File: config.mk
export PLATFORM = sky130hd
export DESIGN_NAME = voice_allocator
export DESIGN_NICKNAME = d
export VERILOG_FILES = /design/src/rtl/voice_allocator.sv
export SDC_FILE = /design/constraint.sdc
export NUM_CORES = 1
export LEC_CHECK = 0
export BUFFER_PORTS_ARGS = -buffer_cell sky130_fd_sc_hd__buf_2
export CAP_MARGIN = 40
export CORE_ASPECT_RATIO = 0.5
export CORE_UTILIZATION = 40
export DETAILED_ROUTE_END_ITERATION = 7
export GPL_TIMING_DRIVEN = 0
export PLACE_DENSITY = 0.62
export RECOVER_POWER = 50
export SLEW_MARGIN = 40
export SYNTH_ARGS = -nofsm -noshare
export SYNTH_HDL_FRONTEND = slang
export SYNTH_SLANG_ARGS = --single-unit
File: constraint.sdc
create_clock -name clk -period 9.4 [get_ports clk]
set_clock_uncertainty 0.1 [all_clocks]
set_input_delay 1.88 -clock clk [delete_from_list [all_inputs] [get_ports clk]]
set_output_delay 1.88 -clock clk [all_outputs]
set_load 0.05 [all_outputs]
File: src/rtl/voice_allocator.sv
// Note-event voice allocator for the FM synth envelope bank.
// Assigns note-on/off events to voices, steals voices when the pool is exhausted.
module voice_allocator #(
  parameter int NUM_VOICES = 8,
  parameter int NOTE_BITS  = 7,
  parameter int VEL_BITS   = 32
) (
  input  logic                             clk,
  input  logic                             rst,
  input  logic                             ev_valid,
  output logic                             ev_ready,
  input  logic                             ev_on,
  input  logic [NOTE_BITS-1:0]             ev_note,
  input  logic [VEL_BITS-1:0]              ev_vel,
  input  logic                             panic,
  input  logic [NUM_VOICES-1:0]            voice_avail,
  output logic [NUM_VOICES-1:0]            voice_en,
  output logic [NUM_VOICES*NOTE_BITS-1:0]  voice_note,
  output logic [NUM_VOICES*VEL_BITS-1:0]   voice_vel,
  output logic [$clog2(NUM_VOICES):0]      active_count
);
  localparam int IDX_BITS = $clog2(NUM_VOICES);
  localparam int CNT_BITS = IDX_BITS + 1;

  typedef enum logic [1:0] {V_FREE, V_HELD, V_RELEASING} voice_state_t;
  typedef enum logic [1:0] {S_WAIT, S_SEARCH, S_COMMIT} fsm_state_t;

  fsm_state_t           r_fsm, w_fsmNext;
  voice_state_t         r_vstate     [NUM_VOICES];
  voice_state_t         w_vstateNext [NUM_VOICES];
  logic [NOTE_BITS-1:0] r_note       [NUM_VOICES];
  logic [NOTE_BITS-1:0] w_noteNext   [NUM_VOICES];
  logic [VEL_BITS-1:0]  r_vel        [NUM_VOICES];
  logic [VEL_BITS-1:0]  w_velNext    [NUM_VOICES];
  logic [IDX_BITS-1:0]  r_stealPtr, w_stealPtrNext;
  logic [CNT_BITS-1:0]  r_activeCount, w_activeCount;

  logic                 r_evOn;
  logic [NOTE_BITS-1:0] r_evNote;
  logic [VEL_BITS-1:0]  r_evVel;

  logic [NUM_VOICES-1:0] r_matchHeld, r_matchRel, w_matchHeld, w_matchRel;
  logic                  r_freeFound, r_relFound, w_freeFound, w_relFound;
  logic [IDX_BITS-1:0]   r_freeIdx, r_relIdx, w_freeIdx, w_relIdx;
  logic [IDX_BITS-1:0]   w_relMatchIdx;
  logic                  w_effOff;

  assign ev_ready = (r_fsm == S_WAIT) && !panic;

  // Search over the current voice table; descending loops leave the lowest index.
  always_comb begin
    w_matchHeld = '0;
    w_matchRel  = '0;
    w_freeFound = 1'b0;
    w_freeIdx   = '0;
    w_relFound  = 1'b0;
    w_relIdx    = '0;
    for (int i = NUM_VOICES - 1; i >= 0; i--) begin
      if (r_note[i] == r_evNote) begin
        w_matchHeld[i] = (r_vstate[i] == V_HELD);
        w_matchRel[i]  = (r_vstate[i] == V_RELEASING);
      end
      if (r_vstate[i] == V_FREE) begin
        w_freeFound = 1'b1;
        w_freeIdx   = IDX_BITS'(i);
      end
      if (r_vstate[i] == V_RELEASING) begin
        w_relFound = 1'b1;
        w_relIdx   = IDX_BITS'(i);
      end
    end
  end

  always_comb begin
    w_relMatchIdx = '0;
    for (int i = NUM_VOICES - 1; i >= 0; i--) begin
      if (r_matchRel[i]) w_relMatchIdx = IDX_BITS'(i);
    end
  end

  // Next voice table: avail frees first, a commit then overrides, panic overrides both.
  always_comb begin
    w_fsmNext      = r_fsm;
    w_stealPtrNext = r_stealPtr;
    w_vstateNext   = r_vstate;
    w_noteNext     = r_note;
    w_velNext      = r_vel;
    w_effOff       = !r_evOn || (r_evVel == '0);

    for (int i = 0; i < NUM_VOICES; i++) begin
      if (voice_avail[i] && (r_vstate[i] == V_RELEASING)) w_vstateNext[i] = V_FREE;
    end

    case (r_fsm)
      S_WAIT:   if (ev_valid && ev_ready) w_fsmNext = S_SEARCH;
      S_SEARCH: w_fsmNext = S_COMMIT;
      S_COMMIT: begin
        w_fsmNext = S_WAIT;
        if (!panic) begin
          if (w_effOff) begin
            for (int i = 0; i < NUM_VOICES; i++) begin
              if (r_matchHeld[i]) w_vstateNext[i] = V_RELEASING;
            end
          end else if (|r_matchHeld) begin
            for (int i = 0; i < NUM_VOICES; i++) begin
              if (r_matchHeld[i]) w_velNext[i] = r_evVel;
            end
          end else if (|r_matchRel) begin
            w_vstateNext[w_relMatchIdx] = V_HELD;
            w_velNext[w_relMatchIdx]    = r_evVel;
          end else if (r_freeFound) begin
            w_vstateNext[r_freeIdx] = V_HELD;
            w_noteNext[r_freeIdx]   = r_evNote;
            w_velNext[r_freeIdx]    = r_evVel;
          end else if (r_relFound) begin
            w_vstateNext[r_relIdx] = V_HELD;
            w_noteNext[r_relIdx]   = r_evNote;
            w_velNext[r_relIdx]    = r_evVel;
          end else begin
            w_vstateNext[r_stealPtr] = V_HELD;
            w_noteNext[r_stealPtr]   = r_evNote;
            w_velNext[r_stealPtr]    = r_evVel;
            w_stealPtrNext           = r_stealPtr + IDX_BITS'(1);
          end
        end
      end
      default:  w_fsmNext = S_WAIT;
    endcase

    if (panic) begin
      w_fsmNext = S_WAIT;
      for (int i = 0; i < NUM_VOICES; i++) begin
        if (r_vstate[i] == V_HELD) w_vstateNext[i] = V_RELEASING;
      end
    end
  end

  always_comb begin
    w_activeCount = '0;
    for (int i = 0; i < NUM_VOICES; i++) begin
      if (w_vstateNext[i] != V_FREE) w_activeCount = w_activeCount + CNT_BITS'(1);
    end
  end

  always_ff @(posedge clk) begin
    if (rst) begin
      r_fsm         <= S_WAIT;
      r_stealPtr    <= '0;
      r_activeCount <= '0;
      r_evOn        <= 1'b0;
      r_evNote      <= '0;
      r_evVel       <= '0;
      r_matchHeld   <= '0;
      r_matchRel    <= '0;
      r_freeFound   <= 1'b0;
      r_freeIdx     <= '0;
      r_relFound    <= 1'b0;
      r_relIdx      <= '0;
      for (int i = 0; i < NUM_VOICES; i++) begin
        r_vstate[i] <= V_FREE;
        r_note[i]   <= '0;
        r_vel[i]    <= '0;
      end
    end else begin
      r_fsm         <= w_fsmNext;
      r_stealPtr    <= w_stealPtrNext;
      r_activeCount <= w_activeCount;
      r_vstate      <= w_vstateNext;
      r_note        <= w_noteNext;
      r_vel         <= w_velNext;
      if ((r_fsm == S_WAIT) && ev_valid && ev_ready) begin
        r_evOn   <= ev_on;
        r_evNote <= ev_note;
        r_evVel  <= ev_vel;
      end
      if (r_fsm == S_SEARCH) begin
        r_matchHeld <= w_matchHeld;
        r_matchRel  <= w_matchRel;
        r_freeFound <= w_freeFound;
        r_freeIdx   <= w_freeIdx;
        r_relFound  <= w_relFound;
        r_relIdx    <= w_relIdx;
      end
    end
  end

  for (genvar g = 0; g < NUM_VOICES; g++) begin : g_out
    assign voice_en[g]                           = (r_vstate[g] == V_HELD);
    assign voice_note[g*NOTE_BITS +: NOTE_BITS]  = r_note[g];
    assign voice_vel[g*VEL_BITS +: VEL_BITS]     = r_vel[g];
  end

  assign active_count = r_activeCount;

endmodule
==> run_summary.xml <==
<?xml version="1.0" encoding="UTF-8"?>
<metrics>
  <group name="logic_synthesis">
    <metric name="post_synth_num_cell_types" unit="">74</metric>
    <metric name="synth.avg_cell_area" unit="um2">8.268</metric>
    <metric name="postSynth.topFlopCell" unit="">dfxtp_1</metric>
    <metric name="synth-async-reset-ratio" unit="%">0</metric>
    <metric name="synth.yosys.warnings" unit="">0</metric>
    <metric name="area_of_the_mapped_netlist" unit="mm2">0.01672</metric>
    <metric name="synth_seq_area_share" unit="%">48.02</metric>
    <metric name="ys_ff_latch" unit="">401</metric>
    <metric name="synthesis.nets" unit="">2082</metric>
    <metric name="number_of_enable_flip_flop_cells_after_synthesis" unit="">0</metric>
    <metric name="synth_cells" unit="">2022</metric>
  </group>
  <group name="global_routing">
    <metric name="grtUsageTotal" unit="%">27.51</metric>
    <metric name="antenna_violations_before_repair" unit="">3</metric>
    <metric name="grt_first_pass_wirelength" unit="mm">89.81</metric>
    <metric name="grt_max_degree" unit="">16</metric>
    <metric name="grt_overflow" unit="">0</metric>
    <metric name="first_global_vias" unit="">14406</metric>
  </group>
  <group name="layout">
    <metric name="filler_cell_count" unit="">4154</metric>
    <metric name="flow.area_growth_from_synthesis" unit="%">20.61</metric>
    <metric name="footprint_of_the_multi_input_gates" unit="mm2">0.007906</metric>
    <metric name="sequential_cell_area" unit="mm2">0.008028</metric>
    <metric name="nNetsFinal" unit="">2496</metric>
    <metric name="final_layout_size_suffix_gt1_share" unit="%">6.940</metric>
    <metric name="stdcell_area" unit="mm2">0.02016</metric>
  </group>
  <group name="critical_path">
    <metric name="timing.critical_path.fanout_max" unit="">10</metric>
    <metric name="startpoint_type" unit="">primary input</metric>
    <metric name="critical_path_arrival" unit="ns">7.39</metric>
    <metric name="critical_path_class" unit="">primary input to flip-flop</metric>
    <metric name="worst-endpoint-required" unit="ns">9.75</metric>
    <metric name="endpoint_kind" unit="">flip-flop</metric>
  </group>
  <group name="min_path">
    <metric name="worst_hold_path_type" unit="">flip-flop to flip-flop</metric>
  </group>
  <group name="placement">
    <metric name="post-dp-hpwl" unit="mm">44.99</metric>
    <metric name="post_dp_cell_area" unit="mm2">0.01928</metric>
    <metric name="finalWeightedCongestion" unit="">0.9233</metric>
    <metric name="io_buf_count" unit="">374</metric>
  </group>
  <group name="clock_network">
    <metric name="cts_num_sinks" unit="">401</metric>
    <metric name="cts_hold_buf" unit="">0</metric>
    <metric name="cts-root-buf" unit="">clkbuf_16</metric>
    <metric name="postCtsSetupRepairBufs" unit="">0</metric>
    <metric name="clock_tree.buffer_depth" unit="">3</metric>
    <metric name="cts.repair.resized" unit="">0</metric>
    <metric name="number_of_buffers_created_by_cts" unit="">38</metric>
    <metric name="clock_tree_from_tritoncts" unit="">built</metric>
    <metric name="clkTransAtPathRegs" unit="ns">0.07</metric>
    <metric name="cts_htree_levels" unit="">2</metric>
    <metric name="insertion_delay" unit="ns">0.56</metric>
  </group>
  <group name="route">
    <metric name="vias_cell" unit="">5.303</metric>
    <metric name="wl_per_cell" unit="um">20.41</metric>
    <metric name="ant_nets" unit="">0</metric>
    <metric name="detail_route.drc_violations" unit="">0</metric>
    <metric name="dr.pass1.iters" unit="">5</metric>
    <metric name="vias" unit="">15947</metric>
    <metric name="wl" unit="mm">61.37</metric>
    <metric name="drtIter0Drc" unit="">1406</metric>
  </group>
  <group name="floorplanning">
    <metric name="die_h" unit="um">146.6</metric>
    <metric name="num_rows" unit="">52</metric>
    <metric name="core_area" unit="mm2">0.04079</metric>
    <metric name="initial_utilization" unit="%">40.98</metric>
    <metric name="fp.dieW" unit="um">291.1</metric>
    <metric name="die-area" unit="mm2">0.04266</metric>
    <metric name="floorplan.io_pins" unit="">377</metric>
  </group>
  <group name="power">
    <metric name="share_of_total_power_in_sequential_cells" unit="%">48.7</metric>
    <metric name="switching_part_of_the_total" unit="%">23.84</metric>
    <metric name="share_comb_of_total_power" unit="%">5.2</metric>
    <metric name="max-vdd-ir-drop" unit="uV">103.2</metric>
    <metric name="power.total" unit="mW">3.513</metric>
    <metric name="power_per_cell_area" unit="mW/mm2">174.2</metric>
    <metric name="power_report.internal_total" unit="mW">2.675</metric>
    <metric name="clkPwrFrac" unit="%">46.2</metric>
    <metric name="leakage" unit="nW">7.168</metric>
    <metric name="power_switching" unit="mW">0.8376</metric>
  </group>
  <group name="sta">
    <metric name="slew-limit-headroom" unit="%">22.20</metric>
    <metric name="max_slew.worst_pin.slew" unit="ns">1.164</metric>
    <metric name="fmax" unit="MHz">142.1</metric>
    <metric name="fin_setup_tns" unit="ns">0</metric>
    <metric name="setup_violations" unit="">0</metric>
    <metric name="drv_slew" unit="">0</metric>
    <metric name="fin_hold_viols" unit="">0</metric>
    <metric name="rsz0062_at_grt" unit="">no</metric>
    <metric name="timing.final.crit_period" unit="ns">7.036</metric>
    <metric name="finalCritPeriodShare" unit="%">74.85</metric>
  </group>
  <group name="job">
    <metric name="drv.max_cap_violation_count" unit="">0</metric>
  </group>
  <group name="run_status">
    <metric name="result_of_the_run" unit="">finished, final reports clean</metric>
  </group>
</metrics>
sequential cells by signal (all words and copies together), names as in the netlist:
signal / flops
active_count: 4
r_evNote: 7
r_evOn: 1
r_evVel: 32
r_freeFound: 1
r_freeIdx: 3
r_fsm: 2
r_matchHeld: 8
r_matchRel: 8
r_relFound: 1
r_relIdx: 3
r_stealPtr: 3
r_vstate: 16
voice_note: 56
voice_vel: 256
power by group through the flow:
stage	Combinational, mW	Sequential (mW)	Clock, mW
2_1_floorplan	0.105	1.75	0
3_3_place_gp	0.178	1.75	0
3_5_place_dp	0.178	1.75	0
4_1_cts	0.178	1.71	1.64
5_1_grt	0.191	1.71	1.71
6_report	0.181	1.71	1.62
synth_stat cells, types with 3 or more instances:
cell type	instances	area, um2
a41oi_1	3	26.28
nor4_1	9	56.30
a2bb2oi_1	3	26.28
nor2_1	217	814.5
xnor2_1	67	586.8
inv_1	24	90.09
o32a_1	3	30.03
o21ai_1	7	35.03
buf_2	16	80.08
nor4_4	5	106.4
nor4b_1	3	26.28
o22ai_1	4	25.02
nor3_1	12	60.06
nand2b_1	11	68.82
a22oi_1	15	112.6
nand3_1	70	350.3
buf_1	7	26.28
mux2i_1	125	1251
nand2_2	3	18.77
nor2b_1	22	137.6
buf_4	5	37.54
ha_1	8	100.1
dfxtp_1	401	8028
a32oi_1	3	26.28
a221oi_1	4	35.03
nand4_1	17	106.4
buf_6	5	56.30
clkbuf_1	133	499.2
a31oi_1	13	81.33
a211oi_1	8	60.06
a21o_1	3	22.52
a21oi_1	264	1321
nand2_1	446	1674
o21ai_0	28	140.1
and2_1	8	50.05
layout by cell type (no fill, tap or decap), types with 14 or more instances in the layout:
cell type	count
a21oi_1	265
a22oi_1	15
a31oi_1	14
buf_2	68
clkbuf_1	462
clkbuf_16	39
dfxtp_1	401
inv_1	24
mux2i_1	125
nand2_1	446
nand3_1	70
nand4_1	17
nor2_1	213
nor2b_1	22
o21ai_0	28
xnor2_1	67
metrics by stage:
| stage | setup slack (ns) | utilization [%] | hold slack, ns | std cells |
|---|---|---|---|---|
| after CTS | 2.896 | 50.42 | 0.3485 | 3004 |
| final | 2.364 | 49.43 | 0.3496 | 3007 |
| after global routing | 1.877 | 49.43 | 0.3677 | 3007 |
| after global placement | 2.457 | 47.22 | 0.3362 | 2936 |
| after floorplan | 3.156 | - | 0.3584 | 2022 |
| after detailed placement | 2.365 | 47.26 | 0.3397 | 2936 |
routing by layer:
metal / part of all wire (%) / wire [um] / track usage (%)
met1: 42 / 25700 / 35.14
met2: 48 / 29630 / 46.50
met5: 0 / 0 / 0
met3: 5.6 / 3464 / 3.882
met4: 4.2 / 2578 / 11.85
cell type report:
class,instances,share of cell area [%]
buffer,166,3.463
antenna,3,0.03723
clock buffer,55,5.585
clock inverter,13,0.8005
tap,540,3.351
inverter,24,0.4468
multi-input combinational,1431,39.21
sequential,401,39.81
timing repair buffer,374,7.291
worst paths after layout:
check | from | to | slack (ns) | depth (start not counted)
worst min register to register | voice_vel[170] | voice_vel[170] | 0.35 | 2
worst max register to register | r_evVel[22] | active_count[1] | 3.06 | 25
worst min-delay path | voice_vel[170] | voice_vel[170] | 0.35 | 2
worst max-delay path | panic | active_count[1] | 2.36 | 23
critical path: stages:
cell      delay, ns
clkbuf_1       0.20
nor3b_1        0.98
a31oi_1        0.18
a211oi_1       0.34
nand2_1        0.23
inv_1          0.13
ha_1           0.30
xnor2_4        0.36
inv_1          0.13
xnor2_1        0.22
mux2i_1        0.12
ha_1           0.28
nand2_1        0.06
o221ai_1       0.22
xnor2_1        0.19
a21oi_1        0.15
ha_1           0.24
a21oi_1        0.12
a21boi_1       0.39
inv_1          0.08
ha_1           0.28
nor2_1         0.04
a211oi_1       0.24
logic make-up after synthesis:
logic type	share of synthesized area, %
AO/OA/AOI/OAI	13.14
multiplexers	7.552
XOR/XNOR	4.333
adder cells (fa/ha/maj)	0.5988
flip-flops	48.02
buffers and inverters	4.723
AND/OR/NAND/NOR	21.64
Power figures use the tool's default switching activity.
